File: src/rtl/fft_pkg.sv
// fft_pkg: shared types and elaboration-time helpers for the iterative FFT.
//   fft_state_e : LOAD -> COMPUTE -> OUTPUT frame sequencing
//   log2n_ok    : legal point-count range (LOG2N 2..6)
//   bitrev      : bit-reversed load address
//   tw_val      : twiddle W_N^k = cos(2pik/N) - j sin(2pik/N) in Q1.(tw-2), round to nearest
//   rnd_shr     : arithmetic right shift with round-half-up
//   sat_w       : clamp to a signed width, reporting whether clamping happened
package fft_pkg;

  typedef enum logic [1:0] {
    ST_LOAD    = 2'd0,
    ST_COMPUTE = 2'd1,
    ST_OUTPUT  = 2'd2
  } fft_state_e;

  localparam int  LOG2N_MIN = 2;
  localparam int  LOG2N_MAX = 6;
  localparam real PI        = 3.14159265358979323846;

  function automatic bit log2n_ok(input int l);
    return (l >= LOG2N_MIN) && (l <= LOG2N_MAX);
  endfunction

  function automatic int bitrev(input int k, input int bits);
    int r;
    r = 0;
    for (int i = 0; i < bits; i++) r = (r << 1) | ((k >> i) & 1);
    return r;
  endfunction

  // imag=0 gives the real part, imag=1 the (negative-sine) imaginary part.
  function automatic int tw_val(input int k, input int n, input int tw, input bit imag);
    real ang, s, v;
    ang = 2.0 * PI * real'(k) / real'(n);
    s   = real'(longint'(1) << (tw - 2));
    v   = imag ? -$sin(ang) * s : $cos(ang) * s;
    return (v >= 0.0) ? $rtoi(v + 0.5) : -$rtoi(0.5 - v);
  endfunction

  function automatic logic signed [63:0] rnd_shr(input logic signed [63:0] v, input int sh);
    return (v + (64'sd1 <<< (sh - 1))) >>> sh;
  endfunction

  function automatic logic signed [63:0] sat_w(input logic signed [63:0] v, input int w,
                                               output logic hit);
    logic signed [63:0] hi, lo;
    hi  = (64'sd1 <<< (w - 1)) - 64'sd1;
    lo  = -hi - 64'sd1;
    hit = (v > hi) || (v < lo);
    if (v > hi) return hi;
    if (v < lo) return lo;
    return v;
  endfunction

endpackage

File: src/rtl/fft_butterfly.sv
// fft_butterfly: combinational radix-2 DIT butterfly.
//   t = B * W (W conjugated when inverse), rounded half-up >> (TW-2), saturated to DW
//   y0 = A + t, y1 = A - t, saturated to DW; ovf flags any clamp in this butterfly.
// Ports: inverse, a_re/a_im, b_re/b_im (DW), w_re/w_im (TW) in; y0_*/y1_* (DW), ovf out.
// Config macro FFT_STAGE_SCALE_EN: halve every output (round half-up) before saturation.
module fft_butterfly
  import fft_pkg::*;
#(
  parameter int DW = 16,
  parameter int TW = 16
) (
  input  logic                 inverse,
  input  logic signed [DW-1:0] a_re,
  input  logic signed [DW-1:0] a_im,
  input  logic signed [DW-1:0] b_re,
  input  logic signed [DW-1:0] b_im,
  input  logic signed [TW-1:0] w_re,
  input  logic signed [TW-1:0] w_im,
  output logic signed [DW-1:0] y0_re,
  output logic signed [DW-1:0] y0_im,
  output logic signed [DW-1:0] y1_re,
  output logic signed [DW-1:0] y1_im,
  output logic                 ovf
);

  // 64-bit working width comfortably holds the DW+TW+1 bit product sums.
  logic signed [63:0] ar, ai, br, bi, wr, wi, p_re, p_im, t_re, t_im;
  logic signed [63:0] s0r, s0i, s1r, s1i;
  logic               h_tr, h_ti, h_0r, h_0i, h_1r, h_1i;

  always_comb begin
    ar   = 64'(a_re);
    ai   = 64'(a_im);
    br   = 64'(b_re);
    bi   = 64'(b_im);
    wr   = 64'(w_re);
    wi   = inverse ? -64'(w_im) : 64'(w_im);
    p_re = br * wr - bi * wi;
    p_im = br * wi + bi * wr;
    t_re = sat_w(rnd_shr(p_re, TW - 2), DW, h_tr);
    t_im = sat_w(rnd_shr(p_im, TW - 2), DW, h_ti);
    s0r  = ar + t_re;
    s0i  = ai + t_im;
    s1r  = ar - t_re;
    s1i  = ai - t_im;
`ifdef FFT_STAGE_SCALE_EN
    s0r  = rnd_shr(s0r, 1);
    s0i  = rnd_shr(s0i, 1);
    s1r  = rnd_shr(s1r, 1);
    s1i  = rnd_shr(s1i, 1);
`endif
    y0_re = DW'(sat_w(s0r, DW, h_0r));
    y0_im = DW'(sat_w(s0i, DW, h_0i));
    y1_re = DW'(sat_w(s1r, DW, h_1r));
    y1_im = DW'(sat_w(s1i, DW, h_1i));
    ovf   = h_tr | h_ti | h_0r | h_0i | h_1r | h_1i;
  end

endmodule

File: src/rtl/fft_iter_stream.sv
// fft_iter_stream: N-point (N = 2**LOG2N) iterative radix-2 DIT FFT/IFFT, single buffer.
//   LOAD    : accept N samples (valid/ready), store at bit-reversed address.
//   COMPUTE : LOG2N*N/2 cycles, one in-place butterfly per cycle.
//   OUTPUT  : stream N bins in natural order (valid/ready), then back to LOAD.
// Ports: clk, rst_n (async low); inverse, in_valid/in_ready, in_re/in_im;
//   out_valid/out_ready, out_re/out_im, out_idx, out_last; busy; ovf (sticky per frame).
// Config macro FFT_STAGE_SCALE_EN (in fft_butterfly): per-stage 1/2 scaling, total gain 1/N.
module fft_iter_stream
  import fft_pkg::*;
#(
  parameter int LOG2N = 3,
  parameter int DW    = 16,
  parameter int TW    = 16
) (
  input  logic                    clk,
  input  logic                    rst_n,
  input  logic                    inverse,
  input  logic                    in_valid,
  output logic                    in_ready,
  input  logic signed [DW-1:0]    in_re,
  input  logic signed [DW-1:0]    in_im,
  output logic                    out_valid,
  input  logic                    out_ready,
  output logic signed [DW-1:0]    out_re,
  output logic signed [DW-1:0]    out_im,
  output logic [LOG2N-1:0]        out_idx,
  output logic                    out_last,
  output logic                    busy,
  output logic                    ovf
);

  localparam int N  = 1 << LOG2N;
  localparam int NH = N / 2;
  localparam int SW = $clog2(LOG2N);

  if (!log2n_ok(LOG2N) || (TW < 3) || (DW + TW > 60)) begin : g_bad_cfg
    $error("fft_iter_stream: unsupported LOG2N/DW/TW");
  end

  // Twiddle ROM, evaluated at elaboration.
  logic signed [TW-1:0] rom_re [NH];
  logic signed [TW-1:0] rom_im [NH];
  for (genvar k = 0; k < NH; k++) begin : g_rom
    localparam int WR = tw_val(k, N, TW, 1'b0);
    localparam int WI = tw_val(k, N, TW, 1'b1);
    assign rom_re[k] = TW'(WR);
    assign rom_im[k] = TW'(WI);
  end

  fft_state_e           state;
  logic signed [DW-1:0] mem_re [N];
  logic signed [DW-1:0] mem_im [N];
  logic [LOG2N-1:0]     ld_cnt, ld_addr, top_a, bot_a, lo_mask, bf_ext;
  logic [LOG2N-2:0]     bf_cnt, tw_k;
  logic [SW-1:0]        stg;
  logic                 inv_q;
  logic signed [DW-1:0] y0_re, y0_im, y1_re, y1_im;
  logic                 bf_ovf;

  // Butterfly b of stage s pairs (top, top + 2**s); twiddle W_N^(pos * N / 2**(s+1)).
  always_comb begin
    ld_addr = LOG2N'(bitrev(int'(ld_cnt), LOG2N));
    lo_mask = LOG2N'((1 << stg) - 1);
    bf_ext  = {1'b0, bf_cnt};
    top_a   = ((bf_ext >> stg) << (int'(stg) + 1)) | (bf_ext & lo_mask);
    bot_a   = top_a | (LOG2N'(1) << stg);
    tw_k    = (LOG2N-1)'(int'(bf_ext & lo_mask) << (LOG2N - 1 - int'(stg)));
  end

  fft_butterfly #(.DW(DW), .TW(TW)) u_bfly (
    .inverse (inv_q),
    .a_re    (mem_re[top_a]),
    .a_im    (mem_im[top_a]),
    .b_re    (mem_re[bot_a]),
    .b_im    (mem_im[bot_a]),
    .w_re    (rom_re[tw_k]),
    .w_im    (rom_im[tw_k]),
    .y0_re   (y0_re),
    .y0_im   (y0_im),
    .y1_re   (y1_re),
    .y1_im   (y1_im),
    .ovf     (bf_ovf)
  );

  always_ff @(posedge clk or negedge rst_n) begin
    if (!rst_n) begin
      state     <= ST_LOAD;
      in_ready  <= 1'b0;
      out_valid <= 1'b0;
      busy      <= 1'b0;
      ovf       <= 1'b0;
      inv_q     <= 1'b0;
      ld_cnt    <= '0;
      bf_cnt    <= '0;
      stg       <= '0;
      out_idx   <= '0;
      for (int i = 0; i < N; i++) begin
        mem_re[i] <= '0;
        mem_im[i] <= '0;
      end
    end else begin
      case (state)
        ST_LOAD: begin
          in_ready <= 1'b1;
          if (in_valid && in_ready) begin
            mem_re[ld_addr] <= in_re;
            mem_im[ld_addr] <= in_im;
            if (ld_cnt == '0) begin
              ovf   <= 1'b0;
              inv_q <= inverse;
            end
            ld_cnt <= ld_cnt + 1'b1;  // wraps to 0 for the next frame
            if (ld_cnt == LOG2N'(N - 1)) begin
              state    <= ST_COMPUTE;
              in_ready <= 1'b0;
              busy     <= 1'b1;
            end
          end
        end
        ST_COMPUTE: begin
          mem_re[top_a] <= y0_re;
          mem_im[top_a] <= y0_im;
          mem_re[bot_a] <= y1_re;
          mem_im[bot_a] <= y1_im;
          if (bf_ovf) ovf <= 1'b1;
          bf_cnt <= bf_cnt + 1'b1;
          if (&bf_cnt) begin
            if (stg == SW'(LOG2N - 1)) begin
              stg       <= '0;
              state     <= ST_OUTPUT;
              out_valid <= 1'b1;
            end else begin
              stg <= stg + 1'b1;
            end
          end
        end
        ST_OUTPUT: begin
          if (out_ready) begin
            if (out_idx == LOG2N'(N - 1)) begin
              out_idx   <= '0;
              out_valid <= 1'b0;
              busy      <= 1'b0;
              in_ready  <= 1'b1;
              state     <= ST_LOAD;
            end else begin
              out_idx <= out_idx + 1'b1;
            end
          end
        end
        default: state <= ST_LOAD;
      endcase
    end
  end

  // Natural-order read: DIT with bit-reversed load leaves bin k at address k.
  assign out_re   = out_valid ? mem_re[out_idx] : '0;
  assign out_im   = out_valid ? mem_im[out_idx] : '0;
  assign out_last = out_valid && (out_idx == LOG2N'(N - 1));

endmodule

File: config.mk
export PLATFORM = sky130hd
export DESIGN_NAME = fft_iter_stream
export DESIGN_NICKNAME = d
export VERILOG_FILES = /design/src/rtl/fft_pkg.sv /design/src/rtl/fft_butterfly.sv /design/src/rtl/fft_iter_stream.sv
export SDC_FILE = /design/constraint.sdc
export NUM_CORES = 2
export LEC_CHECK = 0
export CAP_MARGIN = 30
export CORE_ASPECT_RATIO = 1.75
export CORE_MARGIN = 2
export CORE_UTILIZATION = 50
export DETAILED_ROUTE_END_ITERATION = 16
export PLACE_DENSITY = 0.72
export SLEW_MARGIN = 20
export SYNTH_ARGS = -nofsm -noshare
export SYNTH_HDL_FRONTEND = slang
export SYNTH_SLANG_ARGS = --single-unit
File: constraint.sdc
create_clock -name clk -period 66.7 [get_ports clk]
set_input_delay 13.34 -clock clk [delete_from_list [all_inputs] [get_ports clk]]
set_output_delay 13.34 -clock clk [all_outputs]
set_load 0.02 [all_outputs]
==> flow_summary.json <==
{
  "outcome": "finished clean",
  "fmax_ghz": 0.03652,
  "max_slew_margin": 0.2351,
  "synthTopCellsByCount": "inv_1, fa_1, nor2_1, a21oi_1, ha_1",
  "rsz0062_at_grt": "no",
  "worst_slew_pin_slew_ns": 1.146,
  "setup_viol": 0,
  "synthAdderAreaFrac": 0.4714,
  "async_reset_ff_frac": 1.000,
  "synth-main-ff-cell": "dfrtp_1",
  "final_util": 0.5307,
  "synth_simple_gate_area_frac": 0.1282,
  "synthDominantCellAreaShare": 0.3729,
  "die_h_um": 564.8,
  "multi_input_area_mm2": 0.07365,
  "regArea_mm2": 0.006842,
  "cp-start-kind": "flop",
  "worstPathMaxFanout": 64,
  "vias_per_cell": 6.337,
  "cts-root-buf": "clkbuf_16",
  "grt_pass1_vias": 85960,
  "antenna_found_initial": 19,
  "fp.dieArea_mm2": 0.1833,
  "worst_hold_slack_ns": 0.5298,
  "synth_top_cell_by_area": "fa_1",
  "slowest_stage": "nand3_1",
  "cts_buffers": 29,
  "routed_wirelength_um": 356400,
  "cpPeakStageDelay_ns": 1.02,
  "drv_cap": 0,
  "slew_violations": 0,
  "min-delay-start": "out_idx[2]",
  "layout.nets": 12650,
  "postSynthCellCount": 10400,
  "dr.first_iter.drc_count": 7534,
  "grt_max_degree": 79,
  "place_hpwl_um": 282000,
  "fin_crit_sh": 0.4105,
  "firstDrtPassIters": 8,
  "yosysWarnings": 0,
  "grt_pass1_wl_um": 532500,
  "clk_pin_slew_ns": 0.07,
  "cp_common_cell": "inv_1",
  "ys_seq_area_frac": 0.07602,
  "die_w_um": 324.5,
  "fp-row-count": 205,
  "syn2layout_area_growth_pct": 5.435,
  "worst-setup-path-type": "flop to flop",
  "grt_usage": 0.3887,
  "hp-class": "flop to flop",
  "critPathLaunch": "stg[0]",
  "vias": 80140,
  "synthMuxAreaShare": 0.02218,
  "h-tree-depth": 1,
  "cts_resized": 0,
  "n_fill_cell": 16740,
  "fin_area_mm2": 0.09474,
  "wl_per_cell_um": 28.18,
  "synth-edff-count": 0,
  "synth_most_common_cell": "inv_1",
  "io_pins": 77,
  "cp_data_arrival_time_ns": 27.88,
  "cts_sinks": 273,
  "synth_top_family_by_area": "adder cells",
  "drc": 0,
  "finalClockSkew_ns": 0.03022,
  "grt_overflow_total": 0,
  "gp_congestion": 1.034,
  "cp.required_ns": 67.21,
  "core-area_mm2": 0.1785,
  "post_cts_buffers": 0,
  "place_area_mm2": 0.09351,
  "clk_latency_ns": 0.64,
  "cts_tree": "yes",
  "synth_area_leaders": "fa_1, ha_1, inv_1",
  "setup_tns_ns": 0,
  "ys_ff_latch": 273,
  "r2r_start": "stg[0]",
  "synth_compound_area_frac": 0.1566,
  "finalHoldViolations": 0,
  "ys_types": 85,
  "synth-xor-area-share": 0.03768,
  "numPortBuffers": 76,
  "synth_area_per_cell_um2": 8.641,
  "fin_crit_ns": 27.38,
  "initial_core_util": 0.5034,
  "drive_gt1_frac": 0.04066,
  "mappedNetlistArea_mm2": 0.08986,
  "cts_buffer_depth": 3,
  "hold_buffers": 0,
  "ant_nets": 0,
  "end_kind": "flop"
}
==> path summary, 6_finish.rpt <==
path	endpoint	slack, ns	cells past startpoint
max	ovf	39.32	80
min	out_idx[2]	0.53	1
max reg2reg	ovf	39.32	80
min reg2reg	out_idx[2]	0.53	1
max in group asynchronous	inv_q	51.81	4
min in group asynchronous	out_idx[2]	12.69	1
==> through the flow <==
stage                     cells  setup WS (ns)
after detailed placement  12570          39.50
after global routing      12640          38.07
after CTS                 12630          39.39
final                     12650          39.32
after floorplan           10400          44.71
after global placement    12560          39.72
==> worst max-delay path: cells and delay by family, from the launching register on <==
kind,cells,cell delay [ns]
flip-flops,1,0.53
adder cells (fa/ha/maj),17,7.07
buffers and inverters,18,3.74
AND/OR/NAND/NOR,15,5.62
AO/OA/AOI/OAI,28,8.84
XOR/XNOR,2,1.24
==> cell usage in the layout, fill, tap and decap left out, types with 49 or more instances in the layout <==
cell type / count
xor2_1: 79
buf_4: 168
nand3_1: 192
nor2_1: 755
o22ai_1: 228
a21oi_1: 706
nand2_1: 686
o21ai_0: 337
and2_1: 92
or4_1: 52
xnor2_1: 304
dfrtp_1: 269
o21a_1: 58
o21bai_1: 77
inv_1: 2113
o211ai_1: 49
a31oi_1: 56
nand4_1: 60
nand2b_1: 69
a221oi_1: 127
nor2b_1: 82
nor3_1: 150
a21o_1: 133
fa_1: 1674
a22oi_1: 57
mux4_2: 64
ha_1: 707
nor4_1: 75
and3_1: 67
clkdlybuf4s50_1: 75
==> cell type report <==
cell class                 instances  area share
antenna                           10   0.0002641
clock inverter                     9    0.001572
sequential                       273     0.07221
clock buffer                      45    0.009561
tap                             2380     0.03143
inverter                        2120     0.08399
multi-input combinational       7548      0.7773
timing repair buffer             262     0.02364
==> state kept, by name (all words and copies together), names as in the netlist <==
name,flops
bf_cnt,2
busy,1
in_ready,1
inv_q,1
ld_cnt,3
mem_im,128
mem_re,128
out_idx,3
out_valid,1
ovf,1
state,2
stg,2
==> layer usage <==
| layer | wire, µm | global-route usage | part of all wire | vias up |
|---|---|---|---|---|
| li1 | - | - | - | 33740 |
| met1 | 107500 | 0.3837 | 0.30 | 39550 |
| met2 | 172000 | 0.6625 | 0.48 | 4671 |
| met3 | 31200 | 0.08668 | 0.088 | 2149 |
| met4 | 45580 | 0.3932 | 0.13 | 22 |
| met5 | 144 | 0 | 0.00040 | - |
==> kinds of logic (layout without fill, tap and decap cells) <==
logic type                 count (synthesis)  in the layout
buffers and inverters                   2579           2436
and+or+nand+nor                         2453           2453
adders and majority gates               2381           2381
AOI/OAI and AO/OA                       2209           2209
xor gates and xnor gates                 385            385
DFF                                      273            273
muxes                                    118            118
other                                      1             12
Power is not shown: default switching activity piles up to over one toggle a cycle in this logic, so the estimate is an artifact.
